`src/rtl/fib_pkg.sv`:
```
// Shared constants, state encoding and helpers for the Fibonacci step sequencer.
package fib_pkg;

  localparam int          FIB_CLOCK_WIDTH = 6;
  localparam int          FIB_VAL_WIDTH   = 30;
  localparam logic [15:0] FIB_MAX_STEPS   = 16'd45;

  typedef enum logic [1:0] {
    ST_IDLE = 2'b00,
    ST_LOAD = 2'b01,
    ST_RUN  = 2'b10,
    ST_HALT = 2'b11
  } fib_state_e;

  function automatic logic [15:0] sat_inc16(input logic [15:0] value);
    logic [15:0] result;
    if (value == 16'hFFFF) begin
      result = value;
    end else begin
      result = value + 16'd1;
    end
    return result;
  endfunction

endpackage

```
`src/rtl/fib_step_sequencer_if.sv`:
```
// Control/status bundle linking wb_logic, the Fibonacci datapath and the step sequencer.
interface fib_step_sequencer_if
  import fib_pkg::*;
#(
  parameter int CLOCK_WIDTH = FIB_CLOCK_WIDTH,
  parameter int VAL_WIDTH   = FIB_VAL_WIDTH
);

  logic                   enable;
  logic [CLOCK_WIDTH-1:0] clock_op;
  logic                   restart;
  logic [VAL_WIDTH-1:0]   fib_val;
  logic                   fib_load;
  logic                   fib_step;
  logic [1:0]             state_o;
  logic [15:0]            step_count;
  logic                   done_irq;
  logic                   ovf_irq;

  modport master (
    output enable, clock_op, restart, fib_val,
    input  fib_load, fib_step, state_o, step_count, done_irq, ovf_irq
  );

  modport slave (
    input  enable, clock_op, restart, fib_val,
    output fib_load, fib_step, state_o, step_count, done_irq, ovf_irq
  );

endinterface

```
`src/rtl/fib_step_divider.sv`:
```
// Step-period divider: counts 0..clock_op and emits a one-cycle tick at the terminal count.
module fib_step_divider
  import fib_pkg::*;
#(
  parameter int CLOCK_WIDTH = FIB_CLOCK_WIDTH
) (
  input  logic                   wb_clk_i,
  input  logic                   reset,
  input  logic                   en,
  input  logic                   freeze,
  input  logic [CLOCK_WIDTH-1:0] clock_op,
  output logic                   tick
);

  localparam logic [CLOCK_WIDTH-1:0] CNT_ONE = CLOCK_WIDTH'(1);

  logic [CLOCK_WIDTH-1:0] div_cnt_r;
  logic [CLOCK_WIDTH-1:0] div_cnt_nxt_s;
  logic                   tick_s;

  // Next count and tick; a terminal count landing in a freeze cycle is held and fires one cycle later.
  always_comb begin
    div_cnt_nxt_s = div_cnt_r;
    tick_s        = 1'b0;
    if (!en) begin
      div_cnt_nxt_s = '0;
    end else if (div_cnt_r > clock_op) begin
      div_cnt_nxt_s = '0;
    end else if (div_cnt_r == clock_op) begin
      if (freeze) begin
        div_cnt_nxt_s = div_cnt_r;
      end else begin
        div_cnt_nxt_s = '0;
        tick_s        = 1'b1;
      end
    end else begin
      div_cnt_nxt_s = div_cnt_r + CNT_ONE;
    end
  end

  // Divider count register.
  always_ff @(posedge wb_clk_i or posedge reset) begin
    if (reset) begin
      div_cnt_r <= '0;
    end else begin
      div_cnt_r <= div_cnt_nxt_s;
    end
  end

  assign tick = tick_s;

endmodule

```
`src/rtl/fib_step_sequencer.sv`:
```
// Sequences seed-load and step pulses for the Fibonacci datapath; tracks step count,
// detects datapath wrap-around and raises done/overflow interrupts.
module fib_step_sequencer
  import fib_pkg::*;
#(
  parameter int          CLOCK_WIDTH = FIB_CLOCK_WIDTH,
  parameter int          VAL_WIDTH   = FIB_VAL_WIDTH,
  parameter logic [15:0] MAX_STEPS   = FIB_MAX_STEPS
) (
  input logic                 wb_clk_i,
  input logic                 reset,
  fib_step_sequencer_if.slave bus
);

  fib_state_e           state_r;
  fib_state_e           state_nxt_s;
  logic [VAL_WIDTH-1:0] prev_val_r;
  logic [VAL_WIDTH-1:0] prev_val_nxt_s;
  logic [15:0]          step_count_r;
  logic [15:0]          step_count_nxt_s;
  logic                 fib_load_r;
  logic                 fib_step_r;
  logic                 cmp_pend_r;
  logic                 done_irq_r;
  logic                 ovf_irq_r;
  logic                 done_irq_nxt_s;
  logic                 ovf_irq_nxt_s;
  logic                 load_nxt_s;
  logic                 step_nxt_s;
  logic                 div_en_s;
  logic                 tick_s;
  logic                 cmp_cycle_s;
  logic                 ovf_hit_s;
  logic                 done_hit_s;

  assign div_en_s = (state_r == ST_LOAD) || (state_r == ST_RUN);

  // The cycle carrying fib_step is the one before the compare, so it freezes the divider.
  fib_step_divider #(
    .CLOCK_WIDTH (CLOCK_WIDTH)
  ) u_divider (
    .wb_clk_i (wb_clk_i),
    .reset    (reset),
    .en       (div_en_s),
    .freeze   (fib_step_r),
    .clock_op (bus.clock_op),
    .tick     (tick_s)
  );

  // Next-state and next-output logic; enable=0 overrides everything, then overflow, done, restart, step.
  always_comb begin
    cmp_cycle_s = (state_r == ST_RUN) && cmp_pend_r;
    ovf_hit_s   = cmp_cycle_s && (bus.fib_val < prev_val_r);
    done_hit_s  = cmp_cycle_s && !ovf_hit_s && (step_count_r == MAX_STEPS);
    state_nxt_s = state_r;
    if (!bus.enable) begin
      state_nxt_s = ST_IDLE;
    end else begin
      case (state_r)
        ST_IDLE: state_nxt_s = ST_LOAD;
        ST_LOAD: state_nxt_s = ST_RUN;
        ST_RUN:  state_nxt_s = (ovf_hit_s || done_hit_s) ? ST_HALT : ST_RUN;
        ST_HALT: state_nxt_s = bus.restart ? ST_LOAD : ST_HALT;
        default: state_nxt_s = ST_IDLE;
      endcase
    end

    load_nxt_s = (state_nxt_s == ST_LOAD);
    step_nxt_s = tick_s && (state_nxt_s == ST_RUN);

    if (load_nxt_s) begin
      step_count_nxt_s = 16'd0;
    end else if (step_nxt_s) begin
      step_count_nxt_s = sat_inc16(step_count_r);
    end else begin
      step_count_nxt_s = step_count_r;
    end

    if (load_nxt_s || (state_nxt_s == ST_IDLE)) begin
      done_irq_nxt_s = 1'b0;
      ovf_irq_nxt_s  = 1'b0;
    end else begin
      done_irq_nxt_s = done_irq_r || done_hit_s;
      ovf_irq_nxt_s  = ovf_irq_r || ovf_hit_s;
    end

    if (load_nxt_s) begin
      prev_val_nxt_s = '0;
    end else if (cmp_cycle_s) begin
      prev_val_nxt_s = bus.fib_val;
    end else begin
      prev_val_nxt_s = prev_val_r;
    end
  end

  // State and output registers.
  always_ff @(posedge wb_clk_i or posedge reset) begin
    if (reset) begin
      state_r      <= ST_IDLE;
      prev_val_r   <= '0;
      step_count_r <= 16'd0;
      fib_load_r   <= 1'b0;
      fib_step_r   <= 1'b0;
      cmp_pend_r   <= 1'b0;
      done_irq_r   <= 1'b0;
      ovf_irq_r    <= 1'b0;
    end else begin
      state_r      <= state_nxt_s;
      prev_val_r   <= prev_val_nxt_s;
      step_count_r <= step_count_nxt_s;
      fib_load_r   <= load_nxt_s;
      fib_step_r   <= step_nxt_s;
      cmp_pend_r   <= fib_step_r;
      done_irq_r   <= done_irq_nxt_s;
      ovf_irq_r    <= ovf_irq_nxt_s;
    end
  end

  assign bus.fib_load   = fib_load_r;
  assign bus.fib_step   = fib_step_r;
  assign bus.state_o    = state_r;
  assign bus.step_count = step_count_r;
  assign bus.done_irq   = done_irq_r;
  assign bus.ovf_irq    = ovf_irq_r;

endmodule

```
`src/flat_wrapper.sv`:
```
// flat-port wrapper written by rule: the top's interface ports become plain ports
module fib_step_sequencer_flat import fib_pkg::*;
#(
  parameter int          CLOCK_WIDTH = FIB_CLOCK_WIDTH,
  parameter int          VAL_WIDTH   = FIB_VAL_WIDTH,
  parameter logic [15:0] MAX_STEPS   = FIB_MAX_STEPS
)
  (wb_clk_i, reset, bus_enable, bus_clock_op, bus_restart, bus_fib_val, bus_fib_load, bus_fib_step, bus_state_o, bus_step_count, bus_done_irq, bus_ovf_irq);
  fib_step_sequencer_if #(.CLOCK_WIDTH(CLOCK_WIDTH), .VAL_WIDTH(VAL_WIDTH)) bus_i ();
  input logic wb_clk_i;
  input logic reset;
  input wire logic [$bits(bus_i.enable)-1:0] bus_enable;
  input wire logic [$bits(bus_i.clock_op)-1:0] bus_clock_op;
  input wire logic [$bits(bus_i.restart)-1:0] bus_restart;
  input wire logic [$bits(bus_i.fib_val)-1:0] bus_fib_val;
  output wire logic [$bits(bus_i.fib_load)-1:0] bus_fib_load;
  output wire logic [$bits(bus_i.fib_step)-1:0] bus_fib_step;
  output wire logic [$bits(bus_i.state_o)-1:0] bus_state_o;
  output wire logic [$bits(bus_i.step_count)-1:0] bus_step_count;
  output wire logic [$bits(bus_i.done_irq)-1:0] bus_done_irq;
  output wire logic [$bits(bus_i.ovf_irq)-1:0] bus_ovf_irq;
  assign bus_i.enable = bus_enable;
  assign bus_i.clock_op = bus_clock_op;
  assign bus_i.restart = bus_restart;
  assign bus_i.fib_val = bus_fib_val;
  assign bus_fib_load = bus_i.fib_load;
  assign bus_fib_step = bus_i.fib_step;
  assign bus_state_o = bus_i.state_o;
  assign bus_step_count = bus_i.step_count;
  assign bus_done_irq = bus_i.done_irq;
  assign bus_ovf_irq = bus_i.ovf_irq;
  fib_step_sequencer #(.CLOCK_WIDTH(CLOCK_WIDTH), .VAL_WIDTH(VAL_WIDTH), .MAX_STEPS(MAX_STEPS)) u_core (.wb_clk_i(wb_clk_i), .reset(reset), .bus(bus_i));
endmodule
```
`config.mk`:
```
export PLATFORM = sky130hd
export DESIGN_NAME = fib_step_sequencer_flat
export DESIGN_NICKNAME = d
export VERILOG_FILES = /design/src/rtl/fib_pkg.sv /design/src/rtl/fib_step_sequencer_if.sv /design/src/rtl/fib_step_divider.sv /design/src/rtl/fib_step_sequencer.sv /design/src/flat_wrapper.sv
export SDC_FILE = /design/constraint.sdc
export NUM_CORES = 1
export LEC_CHECK = 0
export CORE_UTILIZATION = 54
export DETAILED_ROUTE_END_ITERATION = 16
export PLACE_DENSITY = 0.88
export SLEW_MARGIN = 0
export SYNTH_ARGS = -nofsm -noshare
export SYNTH_HDL_FRONTEND = slang
export SYNTH_SLANG_ARGS = --single-unit
```
`constraint.sdc`:
```
create_clock -name wb_clk_i -period 3 [get_ports wb_clk_i]
set_input_delay 0.3 -clock wb_clk_i [delete_from_list [all_inputs] [get_ports wb_clk_i]]
set_output_delay 0.3 -clock wb_clk_i [all_outputs]
set_load 0.01 [all_outputs]
```
# Yosys cells after proc, flatten, opt, wreduce, memory -nomap -nowiden
# Cells that the tools add are included.
totals:
  out_inout_bits: 22
  input_bits: 40
  register_bits: 59
  elab_cells: 58
op_classes:
  n_lt_le_gt_ge: 2
  add_sub_neg: 2
  n_mux: 19
  reduce_logical: 16
  eq_ne: 10
op_table:
  columns: ["operator", "n"]
  rows:
  - ["$mux W30", 2]
  - ["$mux W16", 3]
  - ["$lt A30 B30 Y1", 1]
  - ["$mux W6", 4]
  - ["$add A16 B1 Y16 const B", 1]
  - ["$eq A16 B16 Y1 const B", 1]
  - ["$eq A16 B6 Y1 const B", 1]
  - ["$pmux W2 S4", 1]
  - ["$mux W1", 7]
  - ["$add A6 B1 Y6 const B", 1]
  - ["$eq A2 B2 Y1 const B", 3]
  - ["$eq A6 B6 Y1", 1]
  - ["$gt A6 B6 Y1", 1]
  - ["$logic_and A1 B1 Y1", 5]
  - ["$logic_or A1 B1 Y1", 5]
  - ["$eq A2 B1 Y1 const B", 2]
  - ["$logic_not A2 Y1", 2]
  - ["$mux W2", 2]
  - ["$ne A4 B4 Y1 const B", 1]
  - ["$reduce_bool A2 Y1", 2]
  - ["$ne A2 B1 Y1 const B", 1]
  - ["$reduce_and A2 Y1", 1]
  - ["$logic_not A1 Y1", 1]

# Longest topological paths before layout
# Gate-level depths: netlist (run 1).
logic_depth:
  ltp_word: 14
  mapped_depth: 12
  ltp_nobuf: 10

# Modules after synthesis
# A second synthesis (run 1) with hierarchy kept.
hier_totals:
  hier_cells: 435
  area_unflattened_um2: 3712.3
modules_own_cells:
  columns: ["module", "area_per_inst_um2", "n_inst", "seq_area_each_um2", "cells_per_inst"]
  rows:
  - ["fib_step_sequencer", 3186.8, 1, 1326.3, 373]
  - ["fib_step_divider", 525.5, 1, 150.1, 62]

# Least setup slack after synthesis (run 1)
# Ideal clock, no wire load.
synth_timing:
  path_kind: "register -> register"
  startpoint: "register u_core.state_r[0], in the netlist u_core.bus.state_o[0]"
  endpoint: "register u_core.step_count_r[15], in the netlist u_core.bus.step_count[15]"
  path_stages_with_launch: 13
  arrival_time_ns: 2.251
  synth_period_minus_slack_ns: 2.380
  setup_ns: 0.129
  required_ns: 2.871
  slack_ns: 0.620
  path_buffers: 2
  cell_sequence: "dfrtp_1 inv_1 ha_1 nand2_1 nor4b_2 nand3b_1 o22ai_1 a41oi_4 nand2_1 o311a_1 buf_6 buf_6 a21oi_2"
synth_via:
  elab_chain_cells: 14
  word_cells_on_any_way: 22
  classes_between: "eq/ne (6); mux (5); reduce/logical (11)"
synth_rtl:
  columns: ["item", "line", "source"]
  rows:
  - ["start, declared", "fib_step_sequencer.sv:15", "fib_state_e state_r;"]
  - ["start signal, assigned", "fib_step_sequencer.sv:108", "state_r <= state_nxt_s;"]
  - ["$eq A2 B2 Y1", "fib_step_sequencer.sv:36, fib_step_sequencer.sv:52, fib_step_sequencer.sv:59", null]
  - ["$logic_and A1 B1 Y1", "fib_step_sequencer.sv:52", "cmp_cycle_s = (state_r == ST_RUN) && cmp_pend_r;"]
  - ["$logic_and A1 B1 Y1", "fib_step_sequencer.sv:53", "ovf_hit_s = cmp_cycle_s && (bus.fib_val < prev_val_r);"]
  - ["$logic_not A1 Y1", "fib_step_sequencer.sv:54", "done_hit_s = cmp_cycle_s && !ovf_hit_s && (step_count_r == MAX_STEPS);"]
  - ["$logic_and A1 B1 Y1 (2 in series)", "fib_step_sequencer.sv:54", null]
  - ["$logic_or A1 B1 Y1", "fib_step_sequencer.sv:62", "ST_RUN: state_nxt_s = (ovf_hit_s || done_hit_s) ? ST_HALT : ST_RUN;"]
  - ["$mux W1", "fib_step_sequencer.sv:62", null]
  - ["$pmux W2 S4", "fib_step_sequencer.sv:59", "case (state_r)"]
  - ["$mux W2", "fib_step_sequencer.sv:56", "if (!bus.enable) begin"]
  - ["$eq A2 B2 Y1", "fib_step_sequencer.sv:69", "step_nxt_s = tick_s && (state_nxt_s == ST_RUN);"]
  - ["$logic_and A1 B1 Y1", "fib_step_sequencer.sv:69", null]
  - ["$reduce_bool A2 Y1 (no line)", null, null]
  - ["$reduce_and A2 Y1 (no line)", null, null]
  - ["end signal, assigned", "fib_step_sequencer.sv:110", "step_count_r <= step_count_nxt_s;"]
  - ["end, declared", "fib_step_sequencer.sv:19", "logic [15:0] step_count_r;"]
# Several ways; a longest one is shown, not always the timed one.
# A chain may end at the register's enable or synchronous reset.

# Worst setup path after layout (run 1)
layout_timing:
  startpoint: "input port bus_fib_val[24]"
  endpoint: "register u_core.step_count_r[9], in the netlist u_core.bus.step_count[9]"
layout_via:
  elab_chain_cells: 13
  word_cells_on_any_way: 16
  classes_between: "order compare (1); eq/ne (3); mux (4); reduce/logical (8)"
layout_rtl:
  columns: ["item", "line", "source"]
  rows:
  - ["start, declared", "flat_wrapper.sv:15", "input wire logic [$bits(bus_i.fib_val)-1:0] bus_fib_val;"]
  - ["$lt A30 B30 Y1 (*)", "fib_step_sequencer.sv:53", null]
  - ["$logic_and A1 B1 Y1 (*)", "fib_step_sequencer.sv:53", null]
  - ["$logic_not A1 Y1", "fib_step_sequencer.sv:54", null]
  - ["$logic_and A1 B1 Y1 (2 in series)", "fib_step_sequencer.sv:54", null]
  - ["$logic_or A1 B1 Y1 (*)", "fib_step_sequencer.sv:62", null]
  - ["$mux W1 (*)", "fib_step_sequencer.sv:62", null]
  - ["$pmux W2 S4 (*)", "fib_step_sequencer.sv:59", null]
  - ["$mux W2 (*)", "fib_step_sequencer.sv:56", null]
  - ["$eq A2 B2 Y1", "fib_step_sequencer.sv:69", null]
  - ["$logic_and A1 B1 Y1", "fib_step_sequencer.sv:69", null]
  - ["$reduce_bool A2 Y1 (no line)", null, null]
  - ["$reduce_and A2 Y1 (no line)", null, null]
# Mark *: on every way between the ends. The rest lies on a longest branch, timed or not.

==> results by stage, run 1 <==
Worst setup path:
- Among all stages on the critical path, the largest delay is contributed by or4_1.
- The kind of cell adding the most delay to the critical path is simple AND/OR/NAND/NOR gates.
- The arrival time at the worst endpoint is 3.11 ns.
- The startpoint kind of the worst setup timing path is an input port.
- The length in cells of the worst reg-to-reg path is 10.
- The total buffers and inverters traversed by the critical path is 1.
- Walking the worst path, the cells encountered are clkdlybuf4s50_1 > ha_1 > nand4_1 > nor3_1 > a211oi_1 > o22ai_1 > a41oi_4 > nand3_2 > or4_1 > a21oi_2.
- The kind of end point of the critical path is a flip-flop.
- The data required time of the critical path is about 3.3 ns.
- Of all nets on the critical path, the largest fanout is 17.
- The highest cell delay on the worst timing path is 0.52 ns.
- The launch instance of the worst register-to-register path is u_core.prev_val_r[24].
- The critical path runs through a total of 10 cells.
- The start point of the critical path is bus_fib_val[24].
- The category of the most critical setup path is input port to flip-flop.

Global routing:
- In the global route stage, overall resource usage came out at 25.9%.
- The wire length of the first global-routing pass is roughly 15000 um.
- The initial antenna violation count was 0.
- The largest net degree at the start of global routing is 33.
- The aggregate global routing overflow is 0.
- The via count of the first global-routing pass was ~3300.

Synth:
- Yosys printed 0 warnings.
- The number of cells produced by synthesis is 421.
- Yosys mapped a number of flops with a built-in enable equal to 0.
- Sorting the synthesized cells by how often they occur yields 80 x nand2_1, 59 x dfrtp_1, 45 x inv_1, 41 x ha_1, 35 x a21oi_1.
- The net count after synthesis is between 500 and 600.
- For this run, asynchronously set or reset flops after synthesis account for 100%.
- The mean area per synthesized cell is ~9.0 um2.
- The synthesized area is 3800 um2.
- The unique cell type count in the Yosys netlist is roughly 50.
- Of the post-synthesis cell area, the dominant cell type holds 38.9%.
- After synthesis the netlist holds a flip-flop and latch count of 59.
- The share of the Yosys chip area taken by registers is around two fifths.
- By area the synthesized netlist is led by dfrtp_1 39%, ha_1 14%, nand2_1 7.9%.
- Summed over all instances, the cell type with the most area after synthesis is dfrtp_1.
- nand2_1 is the most common cell in the netlist.
- The primary flip-flop cell chosen by synthesis mapping is dfrtp_1.

Timing:
- Final hold analysis gives a worst-case slack of approximately 0.30 ns.
- The maximum frequency from static timing analysis is roughly 0.35 GHz.
- The relative max-transition margin is approximately three fifths.
- The slew of the pin with the lowest slew margin is around 0.60 ns.
- Setup repair after global routing left no endpoint under its margin.
- The final critical delay including setup and external delays is around 2.8 ns.
- The final hold violation count came to 0.
- The number of max-slew violations in the final report is 0.
- The final worst clock skew is approximately 0.007 ns.
- The number of endpoints failing setup at the final stage is 0.
- After layout, the worst path uses between 90% and 100% of the clock period.

Power and ir drop:
- In this run the power density over the cells is around 410 nW/um2.
- The total power of the final layout is 1.96 mW.
- The leakage power figure is roughly 1.9 nW.
- The worst-case vdd ir drop is around 0.21 mV.

Run:
- Across the run, the number of max-cap violations was 0.

Place:
- The placer congestion estimate is between 0.8 and 0.9.
- The detailed placer's ending HPWL is about 6300 um.
- The quantity of I/O buffers inserted on ports is 61.

Run status:
- The flow ran to the end, and the final reports show no timing, DRC or antenna violations.

CTS:
- After clock tree synthesis, the setup repair step added 0 buffers.
- The H-tree was split into 3 levels.
- The clock sink total is 59.
- In this run, post-CTS repair resized a total of 0 instances.
- The number of hold buffers added after cts is 0.
- The maximum number of buffers from clock root to sink is 2.
- After clock tree synthesis, the clock-pin slew on the worst setup and hold paths is roughly 0.07 ns.
- TritonCTS built the clock tree.
- The number of buffers created by CTS is 9.
- The tree is rooted in a clkbuf_8.
- The clock insertion delay at the later pin of the skew report is roughly 0.34 ns.

Routing:
- The DRC violations left is 0.
- Dividing the detail-routed wire length by the instance count gives 15.2 um.
- Summed over all layers, the routed wires come to 8950 um.
- The number of detailed-route iterations in the first pass is 4.
- The count of antenna-violating nets left after detailed routing is 0.
- The via count is around 3400.
- The detailed router's first-iteration violation count is ~230.
- The detail-routed via count per cell is between 5 and 6.

Final layout:
- Counting the fill cells in the layout gives approximately 500.
- The signed area change from the synthesized netlist to the final layout is 24.7%.
- In the final layout, the multi-input gates occupy 2060 um2.
- Cells with a size suffix above 1 make up approximately an eighth of the layout.
- The register cell area after layout is around 1500 um2.
- The total number of nets in the final design is 571.
- The number of antenna cells inserted is 0.

Floorplanning:
- The initial cell density of the core is between 50% and 60%.
- The floorplan step set the die width to around 86 um.
- The initialized floorplan defines 30 standard-cell rows.
- In this run the count of I/O pins placed on the die edge is 62.
- The floorplan step defined a core boundary enclosing about 6800 um2.
- The overall die area is between 7000 and 8000 um2.
- The floorplan die height is between 80 and 90 um.

Min path:
- The path category of the worst min-delay check is input port to async pin.
-- cell type report --
class / count / area share [%]
timing repair buffer: 72 / 15.2
inverter: 45 / 3.57
sequential: 59 / 31.2
multi-input combinational: 303 / 43.5
tap: 96 / 2.54
clock inverter: 2 / 0.740
clock buffer: 13 / 3.36
-- layout by cell type, fill, tap and decap left out, drive strengths merged, types with 5 or more instances in the layout --
cell type,count
clkdlybuf4s50,61
buf,11
nand3,13
nor4,5
o21ai,10
or3,6
clkbuf,13
nor3,5
inv,45
dfrtp,59
and3,5
or4,7
nand2b,5
nand2,80
o31ai,7
nand4,12
a21oi,65
ha,41
-- report_power, final --
part | internal, mW | switching, mW
Combinational | 0.176 | 0.188
Sequential | 0.821 | 0.0328
Clock | 0.424 | 0.320
Total | 1.42 | 0.541
-- sequential cells by signal, indices dropped and copies added (netlist names) --
signal                      count
u_core.bus.step_count          16
u_core.bus.fib_load             1
u_core.cmp_pend_r               1
u_core.u_divider.div_cnt_r      6
u_core.bus.done_irq             1
u_core.bus.ovf_irq              1
u_core.bus.fib_step             1
u_core.bus.state_o              2
u_core.prev_val_r              30
-- metrics by stage --
step	util (%)	cells	setup TNS (ns)	setup slack, ns	instance area, um2
floorplan	-	421	0	0.620	3800
global placement	66.9	575	0	0.0655	4540
detailed placement	66.9	575	-1.89	-0.116	4540
CTS	69.7	590	0	0.216	4740
global route	69.7	590	0	0.0423	4740
finish	69.7	590	0	0.171	4740
-- path summary, 6_finish.rpt --
kind	end	slack [ns]
worst max-delay path	u_core.bus.step_count[9]	0.17
worst min-delay path	u_core.prev_val_r[3]	0.30
worst max register to register	u_core.bus.step_count[9]	0.19
worst min register to register	u_core.cmp_pend_r	0.46
max in group asynchronous	u_core.prev_val_r[24]	2.02
min in group wb_clk_i	u_core.cmp_pend_r	0.46
-- routing by layer --
| layer | share of wire, % | track usage, % | routed length, um | up-vias |
|---|---|---|---|---|
| met5 | 0 | 0 | 0 | - |
| met4 | 2.2 | 11.5 | 198 | 0 |
| met3 | 4.7 | 4.52 | 420 | 18 |
| met2 | 48 | 43.1 | 4320 | 100 |
| met1 | 45 | 33.0 | 4010 | 1650 |
| li1 | - | - | - | 1622 |
-- cells by family (layout without fill, tap and decap cells) --
kind of cell               after synthesis  in the layout  share of synthesized area [%]
adders and majority gates               41             41                           13.5
xor gates and xnor gates                 3              3                          0.692
DFF                                     59             59                           38.9
buffers and inverters                   59            132                           6.95
muxes                                    1              1                          0.297
and+or+nand+nor                        153            153                           19.9
AOI/OAI and AO/OA                      105            105                           19.7
No activity file was read; power rests on OpenSTA's default activity.
==> run 2, diff against run 1 <==
--- a/config.mk
+++ b/config.mk
@@ -5,9 +5,9 @@
 export SDC_FILE = /design/constraint.sdc
 export NUM_CORES = 1
 export LEC_CHECK = 0
-export CORE_UTILIZATION = 54
+export CORE_UTILIZATION = 49
 export DETAILED_ROUTE_END_ITERATION = 16
-export PLACE_DENSITY = 0.88
+export PLACE_DENSITY = 0.81
 export SLEW_MARGIN = 0
 export SYNTH_ARGS = -nofsm -noshare
 export SYNTH_HDL_FRONTEND = slang
==> results by stage, run 2 (synthesis gave the netlist of run 1 again) <==
Run status:
- The run finished with clean final reports.

Timing:
- The final hold violation count is 0.
- The final critical delay including setup and external delays is around 2.7 ns.
- In the finished design, the share of the clock period the worst path needs comes to a little over 90%.
- The maximum frequency from static timing analysis is 0.367 GHz.
- Setup repair after global routing left no endpoint under its margin.
- The number of max-slew violations in the final report is 0.
- The number of endpoints failing setup at the final stage is 0.
- The worst hold-check slack is between 0.2 and 0.3 ns.
- The slew of the pin with the lowest slew margin is slightly below 0.5 ns.
- The relative max-transition margin is between 60 and 70%.
- The final worst clock skew is 0.00927 ns.

Worst setup path:
- Data arrives at the worst endpoint at 2.98 ns.
- Walking the worst path, the cells encountered are clkdlybuf4s50_1 > ha_1 > nand4_1 > nor3_1 > a211oi_1 > o22ai_1 > a41oi_4 > nand3_2 > buf_4 > or2_2 > a21oi_2.
- For the worst flop-to-flop path, the logic depth is 11.
- The total buffers and inverters traversed by the critical path is 2.
- STA classifies the critical path endpoint as a flip-flop.
- In this run the critical register-to-register path is captured at u_core.bus.step_count[1].
- The internal reg-to-reg setup slack is between 0.3 and 0.4 ns.
- The kind of cell adding the most delay to the critical path is compound AO/OA/AOI/OAI gates.
- The launch instance of the worst register-to-register path is u_core.prev_val_r[24].
- On the worst path, the slowest cell contributes a delay of 0.44 ns.
- The slowest stage of the critical path belongs to the cell clkdlybuf4s50_1.
- The critical path is of the input port to flip-flop type.
- Of all nets on the critical path, the largest fanout is 17.
- The data required time of the critical path is 3.26 ns.
- The worst setup path is launched from an input port.

Global routing:
- The fraction of met1 tracks used by global routing is ~29%.
- The first global-routing pass estimated ~15000 um of wire.
- The most used routing layer is met2.
- For this run the aggregate overflow at the end of global routing stands at 0.
- The initial antenna violation count is 0.
- Global routing used 22.2% of the available tracks across all layers.
- The via count of the first global-routing pass was around 3200.
- Global routing consumed, on the met2 layer, between 30% and 40% of the routing resources.
- Global routing used between 5 and 6% of the available met3 tracks.
- Entering global routing, the biggest net connects 33 pins.

CTS:
- The number of buffers created by CTS is 9.
- Clock latency on the worst-skew pair, taken at its later pin, is between 0.3 and 0.4 ns.
- In this run the post-CTS setup repair buffer count came out at 0.
- In this run, post-CTS hold repair placed 0 buffers.
- Once the clock tree was built, the resizer swapped 0 gates to a different size.
- The CTS clock-pin slew for the worst setup and hold paths is 0.07 ns.
- For this design, the sink count on the clock tree is 59.
- The longest clock path from root to sink contains 2 buffers.
- The tree is rooted in a clkbuf_8.
- The H-tree generated during clock tree synthesis spans 3 levels.
- TritonCTS built the clock tree.

Routing:
- The count of nets left with antenna violations once routing finished came out at 0.
- The first routing iteration left about 130 violations.
- Dividing the detail-routed via count by the number of cells gives 5.56.
- The first TritonRoute pass finished after 4 iterations.
- In the routed design, unresolved DRC markers number 0.
- Detailed routing inserted a total of 3311 vias.
- The routed wire length per instance is 14.3 um.
- The total routed wirelength is ~8500 um.

Final layout:
- With fillers left out, the area of the finished cells amounts to 4750 um2.
- The flip-flop count of the largest register after layout is 30.
- In the layout the commonest cells are 80 x nand2_1, 61 x clkdlybuf4s50_1, 59 x dfrtp_1.
- For this run, the number of standard cells in the final layout without fillers is 595.
- Counting the fill cells in the layout gives approximately 600.
- The total number of nets in the final design is ~570.
- The fraction of final layout cells with drive strength greater than 1 is a little over an eighth.
- The area growth from synthesis to layout is 25.0%.
- The register with the most flip-flops is u_core.prev_val_r.
- Leaving out fill and tap cells, the most frequent cell in the layout is nand2_1.
- The repair_antennas step left the layout with diodes totalling 0.

Power and ir drop:
- In this run the power density over the cells is slightly above 400 nW/um2.
- The leakage power figure is between 1.5 and 2 nW.
- The worst-case vdd ir drop is ~0.33 mV.
- Total power for the finished layout comes to 1.93 mW.

Floorplanning:
- The initial cell density of the core is between 50% and 60%.
- The top-level port count is 62.
- The row count is 31.
- The floorplan die height is between 90 and 100 um.
- The die covers 8110 um2.
- In this run the horizontal extent of the chip is ~90 um.
- The placeable core region is between 7000 and 8000 um2.

Place:
- The placed instances occupy a cell area of approximately 4600 um2.
- The placer congestion estimate is roughly 0.82.
- The quantity of I/O buffers inserted on ports is 61.
- Detailed placement ended at an HPWL of 6190 um.
- The instance count after placement with tap cells included is 579.

Min path:
- The path category of the worst min-delay check is input port to async pin.

Run:
- The count of maximum capacitance violations is 0.
==> run 2: cell count changes in the layout (fill, tap and decap cells not counted) <==
cell	previous run	this run
clkbuf_8	11	10
clkbuf_1	2	1
clkinv_2	1	3
buf_4	9	10
clkinvlp_4	0	1
==> run 2: final cells by class <==
class | instances | area, um2 | area share [%]
multi-input combinational | 303 | 2060 | 43.4
sequential | 59 | 1480 | 31.1
timing repair buffer | 73 | 726 | 15.3
inverter | 45 | 169 | 3.56
clock buffer | 11 | 141 | 2.98
tap | 99 | 124 | 2.61
clock inverter | 5 | 52.6 | 1.11
==> run 2: worst max path at each step <==
stage	from	endpoint	cells after the start
2_1_floorplan	u_core.bus.state_o[0]	u_core.bus.step_count[15]	12
3_3_place_gp	bus_fib_val[24]	u_core.bus.step_count[1]	11
3_5_place_dp	bus_fib_val[28]	u_core.bus.step_count[1]	11
4_1_cts	bus_fib_val[28]	u_core.bus.step_count[1]	11
5_1_grt	bus_fib_val[28]	u_core.bus.step_count[1]	11
6_report	bus_fib_val[24]	u_core.bus.step_count[1]	11
==> run 2: routing by layer <==
| layer | part of all wire [%] | vias to the layer above |
|---|---|---|
| li1 | - | 1621 |
| met2 | 47 | 81 |
| met4 | 1.7 | 0 |
| met5 | 0 | - |
| met3 | 4.3 | 13 |
| met1 | 47 | 1596 |
==> run 2: worst register-to-register path, cell delays in order, from the launching register on <==
cell and delay [ns]:
dfrtp_1 0.35, inv_1 0.05, ha_1 0.30, nand4_1 0.19, nor3_1 0.08, a211oi_1 0.29, o22ai_1 0.18, a41oi_4 0.22
nand3_2 0.27, buf_4 0.24, or2_2 0.29, a21oi_2 0.14
==> run 2: through the flow <==
| stage | util (%) | worst slack, ns | setup TNS (ns) |
|---|---|---|---|
| 6_report | 64.4 | 0.277 | 0 |
| 3_5_place_dp | 61.8 | -0.0377 | -0.106 |
| 4_1_cts | 64.4 | 0.286 | 0 |
| 3_3_place_gp | 61.8 | 0.0380 | 0 |
| 5_1_grt | 64.4 | 0.0558 | 0 |
| 2_1_floorplan | - | 0.620 | 0 |
==> run 2: report_power, final <==
part / total, mW / internal, mW / switching (mW) / leakage, nW
Combinational: 0.364 / 0.177 / 0.188 / 1.00
Clock: 0.717 / 0.402 / 0.315 / 0.0991
Sequential: 0.853 / 0.821 / 0.0325 / 0.819
Total: 1.93 / 1.40 / 0.535 / 1.92
